## config.mk

```make
export PLATFORM = sky130hd
export DESIGN_NAME = spram_fifo_ctrl_flat
export DESIGN_NICKNAME = d
export VERILOG_FILES = /design/src/rtl/spram_fifo_ctrl_pkg.sv /design/src/rtl/spram_fifo_ctrl_if.sv /design/src/rtl/spram_fifo_ctrl_obuf.sv /design/src/rtl/spram_fifo_ctrl.sv /design/src/flat_wrapper.sv
export SDC_FILE = /design/constraint.sdc
export NUM_CORES = 1
export LEC_CHECK = 0
export BUFFER_PORTS_ARGS = -buffer_cell sky130_fd_sc_hd__buf_4
export CAP_MARGIN = 10
export CORE_ASPECT_RATIO = 0.6
export CORE_MARGIN = 5
export CORE_UTILIZATION = 59
export DETAILED_ROUTE_END_ITERATION = 12
export PLACE_DENSITY = 0.88
export SLEW_MARGIN = 10
export SYNTH_ARGS = -nofsm -noshare
export SYNTH_HDL_FRONTEND = slang
export SYNTH_SLANG_ARGS = --single-unit
export TNS_END_PERCENT = 50
```

## constraint.sdc

```tcl
create_clock -name in_clock -period 15.45 [get_ports in_clock]
set_clock_uncertainty 0.15 [all_clocks]
set_input_delay 0.7725 -clock in_clock [delete_from_list [all_inputs] [get_ports in_clock]]
set_output_delay 0.7725 -clock in_clock [all_outputs]
set_load 0.1 [all_outputs]
```

## src/rtl/spram_fifo_ctrl_pkg.sv

```systemverilog
// Shared widths, depth and the RAM-port grant encoding for the single-port RAM FIFO controller.
package spram_fifo_pkg;

    localparam int DATA_W_DEF = 16;
    localparam int ADDR_W_DEF = 10;
    localparam int DEPTH_DEF  = 1 << ADDR_W_DEF;
    localparam int CNT_W_DEF  = ADDR_W_DEF + 2;

    typedef enum logic [1:0] {
        GNT_NONE  = 2'd0,
        GNT_WRITE = 2'd1,
        GNT_READ  = 2'd2
    } grant_e;

    function automatic int cnt_width(input int addr_w);
        return addr_w + 2;
    endfunction

endpackage

```

## src/rtl/spram_fifo_ctrl_if.sv

```systemverilog
// Push stream, pop stream and RAM pins of the FIFO controller, bundled for port lists.
interface spram_fifo_ctrl_if
    import spram_fifo_pkg::*;
#(
    parameter int DATA_W = DATA_W_DEF,
    parameter int ADDR_W = ADDR_W_DEF
);
    logic              in_push_valid;
    logic [DATA_W-1:0] in_push_data;
    logic              out_push_ready;
    logic              out_pop_valid;
    logic [DATA_W-1:0] out_pop_data;
    logic              in_pop_ready;
    logic              out_ram_enable;
    logic              out_ram_write;
    logic [ADDR_W-1:0] out_ram_address;
    logic [DATA_W-1:0] out_ram_data;
    logic [DATA_W-1:0] in_ram_data;

    modport slave (
        input  in_push_valid, in_push_data, in_pop_ready, in_ram_data,
        output out_push_ready, out_pop_valid, out_pop_data,
               out_ram_enable, out_ram_write, out_ram_address, out_ram_data
    );

    modport master (
        output in_push_valid, in_push_data, in_pop_ready, in_ram_data,
        input  out_push_ready, out_pop_valid, out_pop_data,
               out_ram_enable, out_ram_write, out_ram_address, out_ram_data
    );
endinterface

```

## src/rtl/spram_fifo_ctrl_obuf.sv

```systemverilog
// Two-entry output prefetch buffer; captures RAM read data at the tail and presents the head.
module spram_fifo_obuf
    import spram_fifo_pkg::*;
#(
    parameter int DATA_W = DATA_W_DEF
) (
    input  logic              in_clock,
    input  logic              in_reset_n,
    input  logic              in_capture,
    input  logic [DATA_W-1:0] in_capture_data,
    input  logic              in_pop,
    output logic [DATA_W-1:0] out_head_data,
    output logic [1:0]        out_count
);
    logic [DATA_W-1:0] head_q, head_d;
    logic [DATA_W-1:0] tail_q, tail_d;
    logic [1:0]        count_q, count_d;

    always_comb begin
        // NOTE: every signal written here gets a default first; a branch that skipped one would infer a latch.
        head_d  = head_q;
        tail_d  = tail_q;
        count_d = count_q;
        case ({in_capture, in_pop})
            2'b10: begin
                if (count_q == 2'd0) head_d = in_capture_data;
                else                 tail_d = in_capture_data;
                count_d = count_q + 2'd1;
            end
            2'b01: begin
                head_d  = tail_q;
                count_d = count_q - 2'd1;
            end
            2'b11: begin
                if (count_q == 2'd1) begin
                    head_d = in_capture_data;
                end else begin
                    head_d = tail_q;
                    tail_d = in_capture_data;
                end
            end
            default: ;
        endcase
    end

    // NOTE: the data entries are reset as well so the head reads zero out of reset; bulk RAM arrays are never reset.
    always_ff @(posedge in_clock or negedge in_reset_n) begin
        if (!in_reset_n) begin
            head_q  <= '0;
            tail_q  <= '0;
            count_q <= 2'd0;
        end else begin
            head_q  <= head_d;
            tail_q  <= tail_d;
            count_q <= count_d;
        end
    end

    assign out_head_data = head_q;
    assign out_count     = count_q;
endmodule

```

## src/rtl/spram_fifo_ctrl.sv

```systemverilog
// FIFO controller in front of a 1-port RAM: arbitrates one read or write per cycle and
// hides the 1-cycle read latency with a 2-entry prefetch buffer.
module spram_fifo_ctrl
    import spram_fifo_pkg::*;
#(
    parameter int DATA_W = DATA_W_DEF,
    parameter int ADDR_W = ADDR_W_DEF
) (
    input  logic              in_clock,
    input  logic              in_reset_n,
    spram_fifo_ctrl_if.slave  bus,
    output logic [ADDR_W+1:0] out_count,
    output logic              out_full,
    output logic              out_empty
);
    localparam int              CNT_W = cnt_width(ADDR_W);
    localparam logic [CNT_W-1:0] DEPTH = CNT_W'(1 << ADDR_W);

    localparam logic PRIO_WRITE = 1'b0;
    localparam logic PRIO_READ  = 1'b1;

    logic [ADDR_W-1:0] wr_ptr_q, wr_ptr_d;
    logic [ADDR_W-1:0] rd_ptr_q, rd_ptr_d;
    logic [CNT_W-1:0]  ram_count_q, ram_count_d;
    logic              rd_pend_q, rd_pend_d;
    logic              prio_q, prio_d;

    logic       read_req;
    logic       write_req;
    logic       pop;
    logic [1:0] obuf_count;
    grant_e     grant;

    assign read_req  = (ram_count_q != '0) &&
                       (({1'b0, obuf_count} + {2'b00, rd_pend_q}) < 3'd2);
    assign write_req = bus.in_push_valid && (ram_count_q < DEPTH);
    assign pop       = bus.in_pop_ready && (obuf_count != 2'd0);

    // Contested cycles go to the side that lost last time, so both streams get half the RAM.
    always_comb begin
        grant  = GNT_NONE;
        prio_d = prio_q;
        if (read_req && write_req) begin
            if (prio_q == PRIO_WRITE) begin
                grant  = GNT_READ;
                prio_d = PRIO_READ;
            end else begin
                grant  = GNT_WRITE;
                prio_d = PRIO_WRITE;
            end
        end else if (write_req) begin
            grant = GNT_WRITE;
        end else if (read_req) begin
            grant = GNT_READ;
        end
    end

    always_comb begin
        wr_ptr_d    = wr_ptr_q;
        rd_ptr_d    = rd_ptr_q;
        ram_count_d = ram_count_q;
        rd_pend_d   = 1'b0;
        case (grant)
            GNT_WRITE: begin
                wr_ptr_d    = wr_ptr_q + ADDR_W'(1);
                ram_count_d = ram_count_q + CNT_W'(1);
            end
            GNT_READ: begin
                rd_ptr_d    = rd_ptr_q + ADDR_W'(1);
                ram_count_d = ram_count_q - CNT_W'(1);
                rd_pend_d   = 1'b1;
            end
            default: ;
        endcase
    end

    // NOTE: state registers use non-blocking assignments so every register samples pre-edge values.
    always_ff @(posedge in_clock or negedge in_reset_n) begin
        if (!in_reset_n) begin
            wr_ptr_q    <= '0;
            rd_ptr_q    <= '0;
            ram_count_q <= '0;
            rd_pend_q   <= 1'b0;
            prio_q      <= PRIO_WRITE;
        end else begin
            wr_ptr_q    <= wr_ptr_d;
            rd_ptr_q    <= rd_ptr_d;
            ram_count_q <= ram_count_d;
            rd_pend_q   <= rd_pend_d;
            prio_q      <= prio_d;
        end
    end

    spram_fifo_obuf #(
        .DATA_W(DATA_W)
    ) u_obuf (
        .in_clock        (in_clock),
        .in_reset_n      (in_reset_n),
        .in_capture      (rd_pend_q),
        .in_capture_data (bus.in_ram_data),
        .in_pop          (pop),
        .out_head_data   (bus.out_pop_data),
        .out_count       (obuf_count)
    );

    assign bus.out_push_ready  = (ram_count_q < DEPTH) && !(read_req && (prio_q == PRIO_WRITE));
    assign bus.out_pop_valid   = (obuf_count != 2'd0);
    assign bus.out_ram_enable  = (grant != GNT_NONE);
    assign bus.out_ram_write   = (grant == GNT_WRITE);
    assign bus.out_ram_address = (grant == GNT_READ) ? rd_ptr_q : wr_ptr_q;
    assign bus.out_ram_data    = bus.in_push_data;

    assign out_count = ram_count_q + CNT_W'(obuf_count) + CNT_W'(rd_pend_q);
    assign out_full  = (ram_count_q == DEPTH);
    assign out_empty = (out_count == '0);
endmodule

```

## src/flat_wrapper.sv

```systemverilog
// flat-port wrapper written by rule: the top's interface ports become plain ports
module spram_fifo_ctrl_flat import spram_fifo_pkg::*;
#(
    parameter int DATA_W = DATA_W_DEF,
    parameter int ADDR_W = ADDR_W_DEF
)
  (in_clock, in_reset_n, out_count, out_full, out_empty, bus_in_push_valid, bus_in_push_data, bus_in_pop_ready, bus_in_ram_data, bus_out_push_ready, bus_out_pop_valid, bus_out_pop_data, bus_out_ram_enable, bus_out_ram_write, bus_out_ram_address, bus_out_ram_data);
  spram_fifo_ctrl_if #(.DATA_W(DATA_W), .ADDR_W(ADDR_W)) bus_i ();
  input  logic in_clock;
  input  logic in_reset_n;
  output logic [ADDR_W+1:0] out_count;
  output logic out_full;
  output logic out_empty;
  input wire logic [$bits(bus_i.in_push_valid)-1:0] bus_in_push_valid;
  input wire logic [$bits(bus_i.in_push_data)-1:0] bus_in_push_data;
  input wire logic [$bits(bus_i.in_pop_ready)-1:0] bus_in_pop_ready;
  input wire logic [$bits(bus_i.in_ram_data)-1:0] bus_in_ram_data;
  output wire logic [$bits(bus_i.out_push_ready)-1:0] bus_out_push_ready;
  output wire logic [$bits(bus_i.out_pop_valid)-1:0] bus_out_pop_valid;
  output wire logic [$bits(bus_i.out_pop_data)-1:0] bus_out_pop_data;
  output wire logic [$bits(bus_i.out_ram_enable)-1:0] bus_out_ram_enable;
  output wire logic [$bits(bus_i.out_ram_write)-1:0] bus_out_ram_write;
  output wire logic [$bits(bus_i.out_ram_address)-1:0] bus_out_ram_address;
  output wire logic [$bits(bus_i.out_ram_data)-1:0] bus_out_ram_data;
  assign bus_i.in_push_valid = bus_in_push_valid;
  assign bus_i.in_push_data = bus_in_push_data;
  assign bus_i.in_pop_ready = bus_in_pop_ready;
  assign bus_i.in_ram_data = bus_in_ram_data;
  assign bus_out_push_ready = bus_i.out_push_ready;
  assign bus_out_pop_valid = bus_i.out_pop_valid;
  assign bus_out_pop_data = bus_i.out_pop_data;
  assign bus_out_ram_enable = bus_i.out_ram_enable;
  assign bus_out_ram_write = bus_i.out_ram_write;
  assign bus_out_ram_address = bus_i.out_ram_address;
  assign bus_out_ram_data = bus_i.out_ram_data;
  spram_fifo_ctrl #(.DATA_W(DATA_W), .ADDR_W(ADDR_W)) u_core (.in_clock(in_clock), .in_reset_n(in_reset_n), .bus(bus_i), .out_count(out_count), .out_full(out_full), .out_empty(out_empty));
endmodule
```

* Yosys cells after proc, flatten, opt, wreduce, memory -nomap -nowiden
Cells that the tools add are included.
W data, S select, Z words.
** Storage, ports and cells
- Register bits after elaboration :: 68
- Bits of input ports :: 36
- Output and inout port bits :: 60
- Logic and storage cells :: 63
** Operators by class
- Add/subtract/negate cells :: 9
- Order comparisons :: 2
- Equal/unequal tests :: 10
- Mux-type cells :: 15
- Bitwise gates (word level) :: 1
- Reductions and logical operators :: 18
** Operators with widths (number)
- $mux W16 :: 4
- $pmux W16 S3 :: 1
- $pmux W16 S2 :: 1
- $pmux W12 S2 :: 1
- $add A10 B1 Y10 const B :: 2
- $add A12 B1 Y12 :: 1
- $add A12 B1 Y12 const B :: 1
- $add A12 B2 Y12 :: 1
- $eq A12 B11 Y1 const B :: 1
- $logic_not A12 Y1 :: 1
- $lt A12 B11 Y1 const B :: 1
- $reduce_bool A12 Y1 :: 1
- $sub A12 B1 Y12 const B :: 1
- $mux W10 :: 1
- $reduce_bool A2 Y1 :: 5
- $mux W2 :: 4
- $eq A2 B1 Y1 const B :: 3
- $eq A2 B2 Y1 const B :: 3
- $logic_and A1 B1 Y1 :: 6
- $ne A2 B2 Y1 const B :: 3
- $pmux W2 S2 :: 1
- $add A2 B1 Y3 :: 1
- $lt A3 B2 Y1 const B :: 1
- $reduce_and A3 Y1 :: 1
- other kinds (8) :: 9

* Longest topological paths before layout
Gate-level depths: netlist (run 1).
- Depth in word-level cells :: 8
- Depth in mapped cells :: 18
- Gate-level depth less buffers :: 15

* Cells and area by module
A second synthesis (run 1) with hierarchy kept.
** Unflattened totals
- Cell total of the unflattened synthesis :: 473
- Area total of the unflattened synthesis :: 4564.4 µm²
** Modules (own cells, without submodules)
- spram_fifo_ctrl :: times used 1, cells an instance 321, area each 2861.5 µm², sequential area each 850.8 µm²
- spram_fifo_obuf :: times used 1, cells an instance 152, area each 1702.9 µm², sequential area each 850.8 µm²

* Worst setup path after synthesis (run 1)
OpenSTA, ideal clock, no wires.
- Path kind :: register to output
- Start :: register u_core.u_obuf.count_q[0], in the netlist u_core.u_obuf.out_count[0]
- End :: output out_empty
- Arrival :: 7520 ps
- Data required time :: 14528 ps
- Setup slack :: 7008 ps
- Cell stages (with the launch flop) :: 9
- Path buffers :: 0
- Path through :: dfrtp_1 -> inv_1 -> fa_1 -> fa_1 -> nand3b_1 -> nor2_1 -> xor2_1 -> a2111o_1 -> a2111oi_0
** On the way
- Cells in the longest elaborated chain, start to end :: 3
** RTL lines
- from (decl) :: line spram_fifo_ctrl_obuf.sv:17 : logic [1:0] count_q, count_d;
- from (signal assigned) :: line spram_fifo_ctrl_obuf.sv:55 : count_q <= count_d;
- $add A12 B2 Y12 :: line spram_fifo_ctrl.sv:113 : assign out_count = ram_count_q + CNT_W'(obuf_count) + CNT_W'(rd_pend_q);
- $add A12 B1 Y12 :: line spram_fifo_ctrl.sv:113
- via out_count[6] :: line flat_wrapper.sv:11 : output logic [ADDR_W+1:0] out_count;
- $logic_not A12 Y1 :: line spram_fifo_ctrl.sv:115 : assign out_empty = (out_count == '0);
- to (decl) :: line flat_wrapper.sv:13 : output logic out_empty;
The timed path passes the listed nets, and every way through them passes these cells.

* Final worst setup path (run 1)
- Start :: register u_core.ram_count_q[3]
- End :: output bus_out_ram_address[4]
** On the way
- Cells in the longest elaborated chain, start to end :: 7
** RTL lines
- from (decl) :: line spram_fifo_ctrl.sv:24 : logic [CNT_W-1:0] ram_count_q, ram_count_d;
- from (signal assigned) :: line spram_fifo_ctrl.sv:88 : ram_count_q <= ram_count_d;
- branches (longest 4 deep; another with $lt A12 B11 Y1)
- $mux W2 (*) :: line spram_fifo_ctrl.sv:43 : if (read_req && write_req) begin
- $eq A2 B2 Y1 (*) :: line spram_fifo_ctrl.sv:110 : assign bus.out_ram_address = (grant == GNT_READ) ? rd_ptr_q : wr_ptr_q;
- $mux W10 (*) :: line spram_fifo_ctrl.sv:110
- to (decl) :: line flat_wrapper.sv:23 : output wire logic [$bits(bus_i.out_ram_address)-1:0] bus_out_ram_address;
Every way passes the cells marked *.

==> flow_metrics.tcl, run 1 <==
set metrics [dict create \
    hold_buffers 0 \
    tightest_slew_ns 1.26 \
    ys.warnings.count 0 \
    clk_latency_ns 0.33 \
    firstDrtPassIters 5 \
    grt_busiest_layer "met2" \
    hold_violations 0 \
    cts_resized 0 \
    antenna_found_initial 0 \
    required_ns 14.53 \
    grt_usage 0.232 \
    grt_first_pass_wirelength_um 16200 \
    crit_path_end_kind "output pin" \
    register_area_um2 1700 \
    syn_inst 428 \
    die_h_um 75.0 \
    clk_pin_slew_worst_paths_ns 0.06 \
    grtUsageMet1 0.324 \
    grt_max_degree 69 \
    path_cells "or3_1 > or4_1 > or4b_4 > o31ai_4 > nor2_2 > or2_1 > ha_1 > buf_4 > mux2_2 > buf_4" \
    gp_congestion 0.929 \
    yosysSeqAreaShare 0.410 \
    cts_sinks 68 \
    area_growth_pct 17.7 \
    critPathArrivalTime_ns 4.31 \
    setup_viol 0 \
    multi_input_area_um2 2200 \
    slew_violations 0 \
    start_util 0.614 \
    rsz0062_at_grt "false" \
    reg2reg_to "u_core.ram_count_q[10]$_DFFE_PN0P_" \
    finalCriticalPeriod_ns 5.23 \
    wl_per_cell_um 17.8 \
    dr_total_vias 3350 \
    worstSetupPathType "flip-flop to output pin" \
    critPathBufInv 2 \
    fill_cells 444 \
    htree_num_levels 3 \
    num_antenna_cells 0 \
    worstPathMaxFanout 28 \
    core_area_um2 6760 \
    grt_pass1_vias 3273 \
    period_share 0.339 \
    finalWirelength_um 9930 \
    synth_edf_count 0 \
    slowest_stage "dfrtp_1" \
    synth-main-ff-cell "dfrtp_1" \
    reg2reg_setup_slack_ns 10.23 \
    die-area_um2 8880 \
    fmax_mhz 191 \
    cts_made_buffers 9 \
    startpoint_type "flip-flop" \
    antenna_left 0 \
    gr-total-overflow 0 \
    dieWidth_um 118 \
    max_stage_delay_ns 0.58 \
    cpLargestDelayFamily "simple AND/OR/NAND/NOR gates" \
    ioPinCount 96 \
    rows 23 \
    synth-async-reset-ratio 1.00 \
    cts_tree "done" \
    synth_fp_nets 479 \
    r2r_cells 15 \
    syn_area_per_cell_um2 9.71 \
    regToRegStartpoint "u_core.ram_count_q[3]$_DFFE_PN0P_" \
    drive_above_1_share 0.253 \
    met3_usage 0.0908 \
    use_met2 0.341 \
    vias_per_cell 6.00 \
    drt-initial-drc-count 284 \
    final.setup.tns_ns 0 \
    clock-root-buffer "clkbuf_16" \
    hold_class "flip-flop to flip-flop" \
    drc 0 \
    clk_path_buf_depth 2 \
    startpoint "u_core.ram_count_q[3]$_DFFE_PN0P_" \
    port_buffers 63 \
    max-cap-violations 0 \
    cp-endpoint "bus_out_ram_address[4]" \
    relSlewSlack 0.152 \
    nets 517 \
    crit_top_cell "buf_4" \
    synth-seq-cells 68 \
    cts_setup_buffers 0 \
    cp.depth 10 \
    status "finished clean" \
    netlist_area_um2 4160 \
    hpwl_um 7020 \
    synth_cell_types 59 \
]
## how the worst min path moves through the flow
stage,startpoint,to,cells after the start
4_1_cts,u_core.wr_ptr_q[9]$_DFFE_PN0P_,u_core.wr_ptr_q[9]$_DFFE_PN0P_,1
5_1_grt,u_core.rd_ptr_q[9]$_DFFE_PN0N_,u_core.rd_ptr_q[9]$_DFFE_PN0N_,1
3_5_place_dp,u_core.wr_ptr_q[9]$_DFFE_PN0P_,u_core.wr_ptr_q[9]$_DFFE_PN0P_,1
3_3_place_gp,u_core.rd_ptr_q[9]$_DFFE_PN0N_,u_core.rd_ptr_q[9]$_DFFE_PN0N_,1
6_report,u_core.wr_ptr_q[9]$_DFFE_PN0P_,u_core.wr_ptr_q[9]$_DFFE_PN0P_,1
2_1_floorplan,u_core.rd_ptr_q[9]$_DFFE_PN0N_,u_core.rd_ptr_q[9]$_DFFE_PN0N_,1
## layout by cell type, fill, tap and decap left out, types with 6 or more instances in the layout
master     netlist  final
nand3_1          7      7
dfrtp_1         68     68
a22oi_1         19     19
nor2b_1          6      6
ha_1            13     13
nor2_1          21     21
xor2_1          21     21
mux2_2          31     31
a21oi_1         10      9
clkbuf_16        0      9
o21ai_0         24     24
buf_4           16     65
nand2_1         48     48
inv_1           14     14
xnor2_1         29     29
nor3_1           7      7
## cell families after synthesis
logic type / share of synthesized area
XOR/XNOR: 0.105
AO/OA/AOI/OAI: 0.132
AND/OR/NAND/NOR: 0.153
multiplexers: 0.0888
buffers and inverters: 0.0626
adder cells (fa/ha/maj): 0.0488
flip-flops: 0.410
## through the flow
step | cell area [µm²] | cells | util | setup slack [ns] | hold slack (ns)
2_1_floorplan | 4160 | 428 | - | 7.01 | 0.286
3_3_place_gp | 4550 | 542 | 0.673 | 10.62 | 0.310
3_5_place_dp | 4550 | 542 | 0.673 | 10.39 | 0.315
4_1_cts | 4890 | 558 | 0.723 | 10.27 | 0.325
5_1_grt | 4890 | 558 | 0.723 | 10.04 | 0.355
6_report | 4890 | 558 | 0.723 | 10.22 | 0.321
## flip-flops by register name, indices dropped and copies added (netlist names)
| register | flops |
|---|---|
| u_core.wr_ptr_q | 10 |
| u_core.u_obuf.out_count | 2 |
| u_core.ram_count_q | 12 |
| u_core.prio_q | 1 |
| u_core.u_obuf.tail_q | 16 |
| u_core.rd_pend_q | 1 |
| u_core.rd_ptr_q | 10 |
| u_core.u_obuf.out_head_data | 16 |
## cells in the mapped netlist (2+ instances only)
cell type / n / area [µm²]
mux2i_1: 2 / 20.0
a21boi_0: 3 / 22.5
nand2_1: 48 / 180
o21ai_1: 4 / 20.0
inv_1: 14 / 52.6
o21ai_0: 24 / 120
and4_1: 2 / 17.5
o22ai_1: 3 / 18.8
nand3_1: 7 / 35.0
xor2_1: 21 / 184
nor2b_1: 6 / 37.5
nand2b_1: 4 / 25.0
buf_4: 16 / 120
and2_1: 3 / 18.8
clkbuf_1: 18 / 67.6
or3_1: 4 / 25.0
nand3b_1: 3 / 22.5
nor2_1: 21 / 78.8
o2111ai_1: 2 / 17.5
a21oi_1: 10 / 50.1
fa_1: 2 / 40.0
nor3b_1: 2 / 15.0
mux2_2: 31 / 349
or2_2: 2 / 12.5
buf_1: 3 / 11.3
and3_1: 2 / 12.5
a31oi_1: 2 / 12.5
nor4_1: 3 / 18.8
ha_1: 13 / 163
nand4_1: 5 / 31.3
xnor2_1: 29 / 254
dfrtp_1: 68 / 1700
a22oi_1: 19 / 143
nor3_1: 7 / 35.0
## area by class of cell
type                            instances  share of cell area
Clock buffer                           13              0.0553
Tap cell                               87              0.0223
Clock inverter                          3              0.0138
Sequential cell                        68               0.348
Inverter                               15              0.0115
Multi-Input combinational cell        307               0.449
Timing Repair Buffer                   65              0.0998
## routing by layer
| metal | up-vias | routed length, µm |
|---|---|---|
| li1 | 1559 | - |
| met2 | 167 | 4260 |
| met4 | 0 | 71 |
| met5 | - | 0 |
| met3 | 16 | 1000 |
| met1 | 1608 | 4600 |
Power of run 1 is not shown: default switching activity piles up to over one toggle a cycle in this logic, so the estimate is an artifact.
==> run 2, diff against run 1 <==
Settings changed: ABC_AREA set to 1, CORE_UTILIZATION 59 to 55, PLACE_DENSITY 0.88 to 0.83.
Clock period 15.45 ns to 5.5 ns, I/O delays scaled along.
==> flow_metrics.tcl, run 2 <==
set metrics [dict create \
    status "finished clean" \
    yosysTopAreaCell "dfrtp_1" \
    num_antenna_cells 0 \
    critPathArrivalTime_ns 3.33 \
    yosysSeqAreaShare 0.383 \
    worstSetupPathType "flip-flop to output pin" \
    dr_total_vias 3947 \
    period_share 0.683 \
    die-area_um2 10000 \
    drt-initial-drc-count 534 \
    gp_congestion 0.957 \
    wl_per_cell_um 15.0 \
    critPathBufInv 4 \
    firstDrtPassIters 4 \
    antenna_left 0 \
    fill_cells 677 \
    cts_made_buffers 9 \
    antenna_found_initial 0 \
    core_area_um2 7880 \
    hold_violations 0 \
    required_ns 5.08 \
    yosysTopAreaCellShare 0.383 \
    area_growth_pct 16.5 \
    grt_pass1_vias 3867 \
    synth_fp_nets 637 \
    synth-main-ff-cell "dfrtp_1" \
    synth_edf_count 0 \
    ys.warnings.count 0 \
    slew_violations 0 \
    slowest_stage "ha_1" \
    post-route-cell-area_um2 5180 \
    die_h_um 79.6 \
    netlist_area_um2 4440 \
    layout_commonest_cell "nand2_1" \
    finalCriticalPeriod_ns 3.76 \
    startpoint_type "flip-flop" \
    syn_area_per_cell_um2 7.58 \
    cpLargestDelayFamily "buffers and inverters" \
    cts_sinks 68 \
    max-cap-violations 0 \
    synth-seq-cells 68 \
    r2r_cells 21 \
    max_stage_delay_ns 0.64 \
    cts_resized 0 \
    crit_path_end_kind "output pin" \
    cts_tree "done" \
    clock-root-buffer "clkbuf_16" \
    synth.most_common_cell "nand2_1" \
    drc 0 \
    dieWidth_um 126 \
    setup_viol 0 \
    crit_top_cell "nand2_1" \
    gr-total-overflow 0 \
    clk_latency_ns 0.33 \
    hold_class "primary input to flip-flop" \
    fmax_mhz 266 \
    grt_busiest_layer "met2" \
    final.setup.tns_ns 0 \
    tightest_slew_ns 0.940 \
    cp.depth 13 \
    met3_usage 0.0682 \
    grt_first_pass_wirelength_um 19000 \
    synth_cell_types 35 \
    most-common-layout-cells "150 x nand2_1, 101 x inv_1, 68 x dfrtp_1" \
    hold_depth 3 \
    rows 25 \
    placed_cell_area_um2 4860 \
    grt_max_degree 69 \
    clk_pin_slew_worst_paths_ns 0.06 \
    port_buffers 63 \
    hpwl_um 8190 \
    synth_common_cells "150 x nand2_1, 101 x inv_1, 68 x dfrtp_1, 36 x o21ai_0, 32 x nand3_1" \
    yosys-top-cells-area "dfrtp_1 38%, nand2_1 13%, inv_1 8.5%" \
    syn_inst 586 \
    rsz0062_at_grt "false" \
    clk_path_buf_depth 2 \
    ioPinCount 96 \
    path_cells "inv_1 > nand4_1 > nor2_1 > nand3_1 > nand2_1 > o21ai_0 > inv_1 > nand2_1 > ha_1 > buf_4 > nand2_1 > o21ai_0 > buf_4" \
    start_util 0.564 \
    worstPathMaxFanout 18 \
    synth-async-reset-ratio 1.00 \
    nets 682 \
    finalWirelength_um 11200 \
    vias_per_cell 5.31 \
    grtUsageMet1 0.340 \
    drive_above_1_share 0.214 \
    htree_num_levels 3 \
    relSlewSlack 0.373 \
    grt_usage 0.237 \
    use_met2 0.352 \
]
## run 2: tightest hold or removal path, stage by stage
cell	delay, ns
buf_4	0.11
inv_1	0.05
o21ai_0	0.08
## run 2: routing by layer
metal / vias up / routed length [µm] / share of wire
met5: - / 0 / 0
met4: 0 / 116 / 0.010
met3: 15 / 1070 / 0.096
met2: 154 / 4660 / 0.42
met1: 1863 / 5310 / 0.48
li1: 1915 / - / -
## run 2: stage by stage
step,util,hold slack (ns),setup slack (ns),std cells
5_1_grt,0.657,0.0733,1.46,744
6_report,0.657,0.0734,1.74,744
2_1_floorplan,-,-0.171,0.350,586
3_3_place_gp,0.617,0.282,2.12,727
4_1_cts,0.657,0.0671,1.83,744
3_5_place_dp,0.617,0.298,2.01,727
## run 2: final timing paths
| check | end | slack, ns | start |
|---|---|---|---|
| max in group asynchronous | u_core.u_obuf.out_head_data[15]$_DFFE_PN0P_ | 4.17 | in_reset_n |
| worst min-delay path | u_core.u_obuf.tail_q[8]$_DFFE_PN0P_ | 0.07 | bus_in_ram_data[8] |
| worst min register to register | u_core.u_obuf.tail_q[14]$_DFFE_PN0P_ | 0.33 | u_core.u_obuf.tail_q[14]$_DFFE_PN0P_ |
| worst max register to register | u_core.ram_count_q[8]$_DFFE_PN0P_ | 1.89 | u_core.ram_count_q[2]$_DFFE_PN0P_ |
| worst max-delay path | bus_out_ram_address[4] | 1.74 | u_core.ram_count_q[2]$_DFFE_PN0P_ |
| min in group asynchronous | u_core.wr_ptr_q[5]$_DFFE_PN0P_ | 0.46 | in_reset_n |
## run 2: cell families (layout without fill, tap and decap cells)
family / after synthesis / count (layout) / synth area share
compound gates: 67 / 67 / 0.0839
buf+inv: 139 / 189 / 0.136
fa+ha+maj: 15 / 15 / 0.0456
xor+xnor: 26 / 26 / 0.0529
flops: 68 / 68 / 0.383
mux: 16 / 16 / 0.0405
simple gates: 255 / 255 / 0.258
## run 2: timing repair
action,in CTS,in global routing
hold buffers,1,0
hold endpoints to repair,68,0
buffers inserted,0,0
## run 2: area by class of cell
cell class	instances	area (µm²)	share of cell area
clock buffers	9	225	0.0435
clock inverters	7	76.3	0.0147
well taps	108	135	0.0261
flip-flops and latches	68	1700	0.329
inverters	107	402	0.0776
multi-input cells	379	2140	0.413
repair buffers	66	498	0.0962
Power of run 2 is left out for the same reason.
==> run 3, diff against run 2 <==
Settings changed: CORE_UTILIZATION 55 to 50, PLACE_DENSITY 0.83 to 0.79.
Clock period 5.5 ns to 3.12 ns, I/O delays scaled along.
==> flow_metrics.tcl, run 3 (synthesized netlist as in run 2, its figures left out) <==
set metrics [dict create \
    status "finished clean" \
    drt-initial-drc-count 454 \
    grt_max_degree 69 \
    critPathArrivalTime_ns 2.66 \
    hold_class "primary input to flip-flop" \
    max_stage_delay_ns 0.54 \
    clock-root-buffer "clkbuf_16" \
    gr-total-overflow 0 \
    required_ns 2.81 \
    clk_pin_slew_worst_paths_ns 0.06 \
    grt_first_pass_wirelength_um 20100 \
    worstSetupPathType "flip-flop to output pin" \
    die_h_um 83.0 \
    layout_commonest_cell "nand2_1" \
    firstDrtPassIters 5 \
    hold_violations 0 \
    rows 26 \
    startpoint_type "flip-flop" \
    gp_congestion 0.954 \
    vias_per_cell 5.26 \
    grt_usage 0.223 \
    dr_total_vias 4126 \
    slew_violations 0 \
    max-cap-violations 0 \
    finalWirelength_um 12100 \
    fill_cells 697 \
    crit_path_end_kind "output pin" \
    multi_input_area_um2 2320 \
    tightest_slew_ns 1.09 \
    worstPathMaxFanout 3 \
    ioPinCount 96 \
    finalCriticalPeriod_ns 2.97 \
    area_growth_pct 28.9 \
    drive_above_1_share 0.294 \
    critPathBufInv 2 \
    period_share 0.951 \
    hold_depth 3 \
    core_area_um2 8590 \
    antenna_left 0 \
    num_antenna_cells 0 \
    r2r_cells 22 \
    nets 719 \
    die-area_um2 10900 \
    final_cells 785 \
    slowest_stage "fa_2" \
    cts_sinks 68 \
    setup_viol 0 \
    dp_cells 747 \
    clk_path_buf_depth 2 \
    register_area_um2 1710 \
    clk_latency_ns 0.33 \
    htree_num_levels 3 \
    relSlewSlack 0.275 \
    most-common-layout-cells "142 x nand2_1, 95 x inv_1, 86 x buf_4" \
    port_buffers 63 \
    cts_made_buffers 9 \
    drc 0 \
    wl_per_cell_um 15.4 \
    path_cells "inv_1 > fa_2 > fa_2 > nand4_1 > nor2_1 > nand3_1 > nor2_1 > nand4_1 > nor2_4 > buf_12" \
    cp.depth 10 \
    hpwl_um 8590 \
    grt_pass1_vias 4014 \
    cpLargestDelayFamily "adder cells" \
    fmax_mhz 337 \
    cts_tree "done" \
    antenna_found_initial 0 \
    dieWidth_um 132 \
    start_util 0.517 \
]
[run 3: cell count changes in the layout (fill, tap and decap cells not counted), moves of 4 or more]
cell | previous run | this run
inv_1 | 101 | 95
inv_2 | 6 | 12
o21ai_4 | 0 | 4
buf_4 | 65 | 86
o21ai_2 | 2 | 6
nand2_1 | 150 | 142
nand2_2 | 7 | 13
dlygate4sd3_1 | 1 | 15
o21ai_0 | 35 | 28
[run 3: path summary, 6_finish.rpt]
check	startpoint	endpoint	slack (ns)
min in group asynchronous	in_reset_n	u_core.u_obuf.tail_q[2]$_DFFE_PN0P_	0.34
max in group asynchronous	in_reset_n	u_core.ram_count_q[0]$_DFFE_PN0P_	1.86
hold reg to reg	u_core.wr_ptr_q[9]$_DFFE_PN0P_	u_core.wr_ptr_q[9]$_DFFE_PN0P_	0.33
hold / removal	bus_in_ram_data[9]	u_core.u_obuf.tail_q[9]$_DFFE_PN0P_	0.01
setup reg to reg	u_core.ram_count_q[6]$_DFFE_PN0P_	u_core.ram_count_q[10]$_DFFE_PN0P_	0.17
setup / recovery	u_core.u_obuf.out_count[0]$_DFFE_PN0P_	out_empty	0.15
[run 3: what timing repair did]
item	4_1_cts	5_1_grt
gates resized for setup	8	18
hold buffers	15	0
endpoints found under the hold margin	82	0
pin swaps	1	7
setup buffers	1	6
endpoints found under the setup margin	1	17
[run 3: area by class of cell]
class / count / share of cell area
clock buffers: 9 / 0.0393
clock inverters: 7 / 0.0170
inverters: 107 / 0.0701
multi-input cells: 379 / 0.406
flip-flops and latches: 68 / 0.298
well taps: 112 / 0.0245
repair buffers: 103 / 0.146
[run 3: per-layer routing]
metal / GRT usage / vias up / routed length (µm)
met5: 0 / - / 0
met4: 0.0495 / 0 / 98
met3: 0.0682 / 15 / 976
met2: 0.323 / 192 / 5140
met1: 0.325 / 1935 / 5920
li1: - / 1984 / -
[run 3: stage by stage]
stage                     instance area, µm²  worst slack, ns  utilization  TNS, ns  hold WS, ns
final                                   5730            0.152        0.667        0       0.0132
after global routing                    5730          -0.0614        0.667   -0.112       0.0264
after CTS                               5650           0.0190        0.657        0      0.00465
after detailed placement                5140           0.0796        0.598        0        0.163
after global placement                  5140            0.191        0.598        0        0.161
after floorplan                         4580           -0.136            -   -0.342       -0.290
[run 3: worst register-to-register path: stages (launching register included)]
cell and delay [ns]:
dfrtp_2 0.44, inv_1 0.08, nand4_1 0.13, nor2_2 0.18, nand3_1 0.11, nand2_2 0.09, inv_1 0.04, o21ai_0 0.10
inv_1 0.13, ha_4 0.24, nand2_2 0.08, inv_2 0.05, nor2_4 0.10, ha_1 0.15, inv_1 0.04, nand2_1 0.11
nand3_2 0.11, nor2_4 0.14, nand3_2 0.11, nand3_1 0.10, nand2_1 0.05, nand3_1 0.06, nand2_1 0.05
Power of run 3 is left out for the same reason.
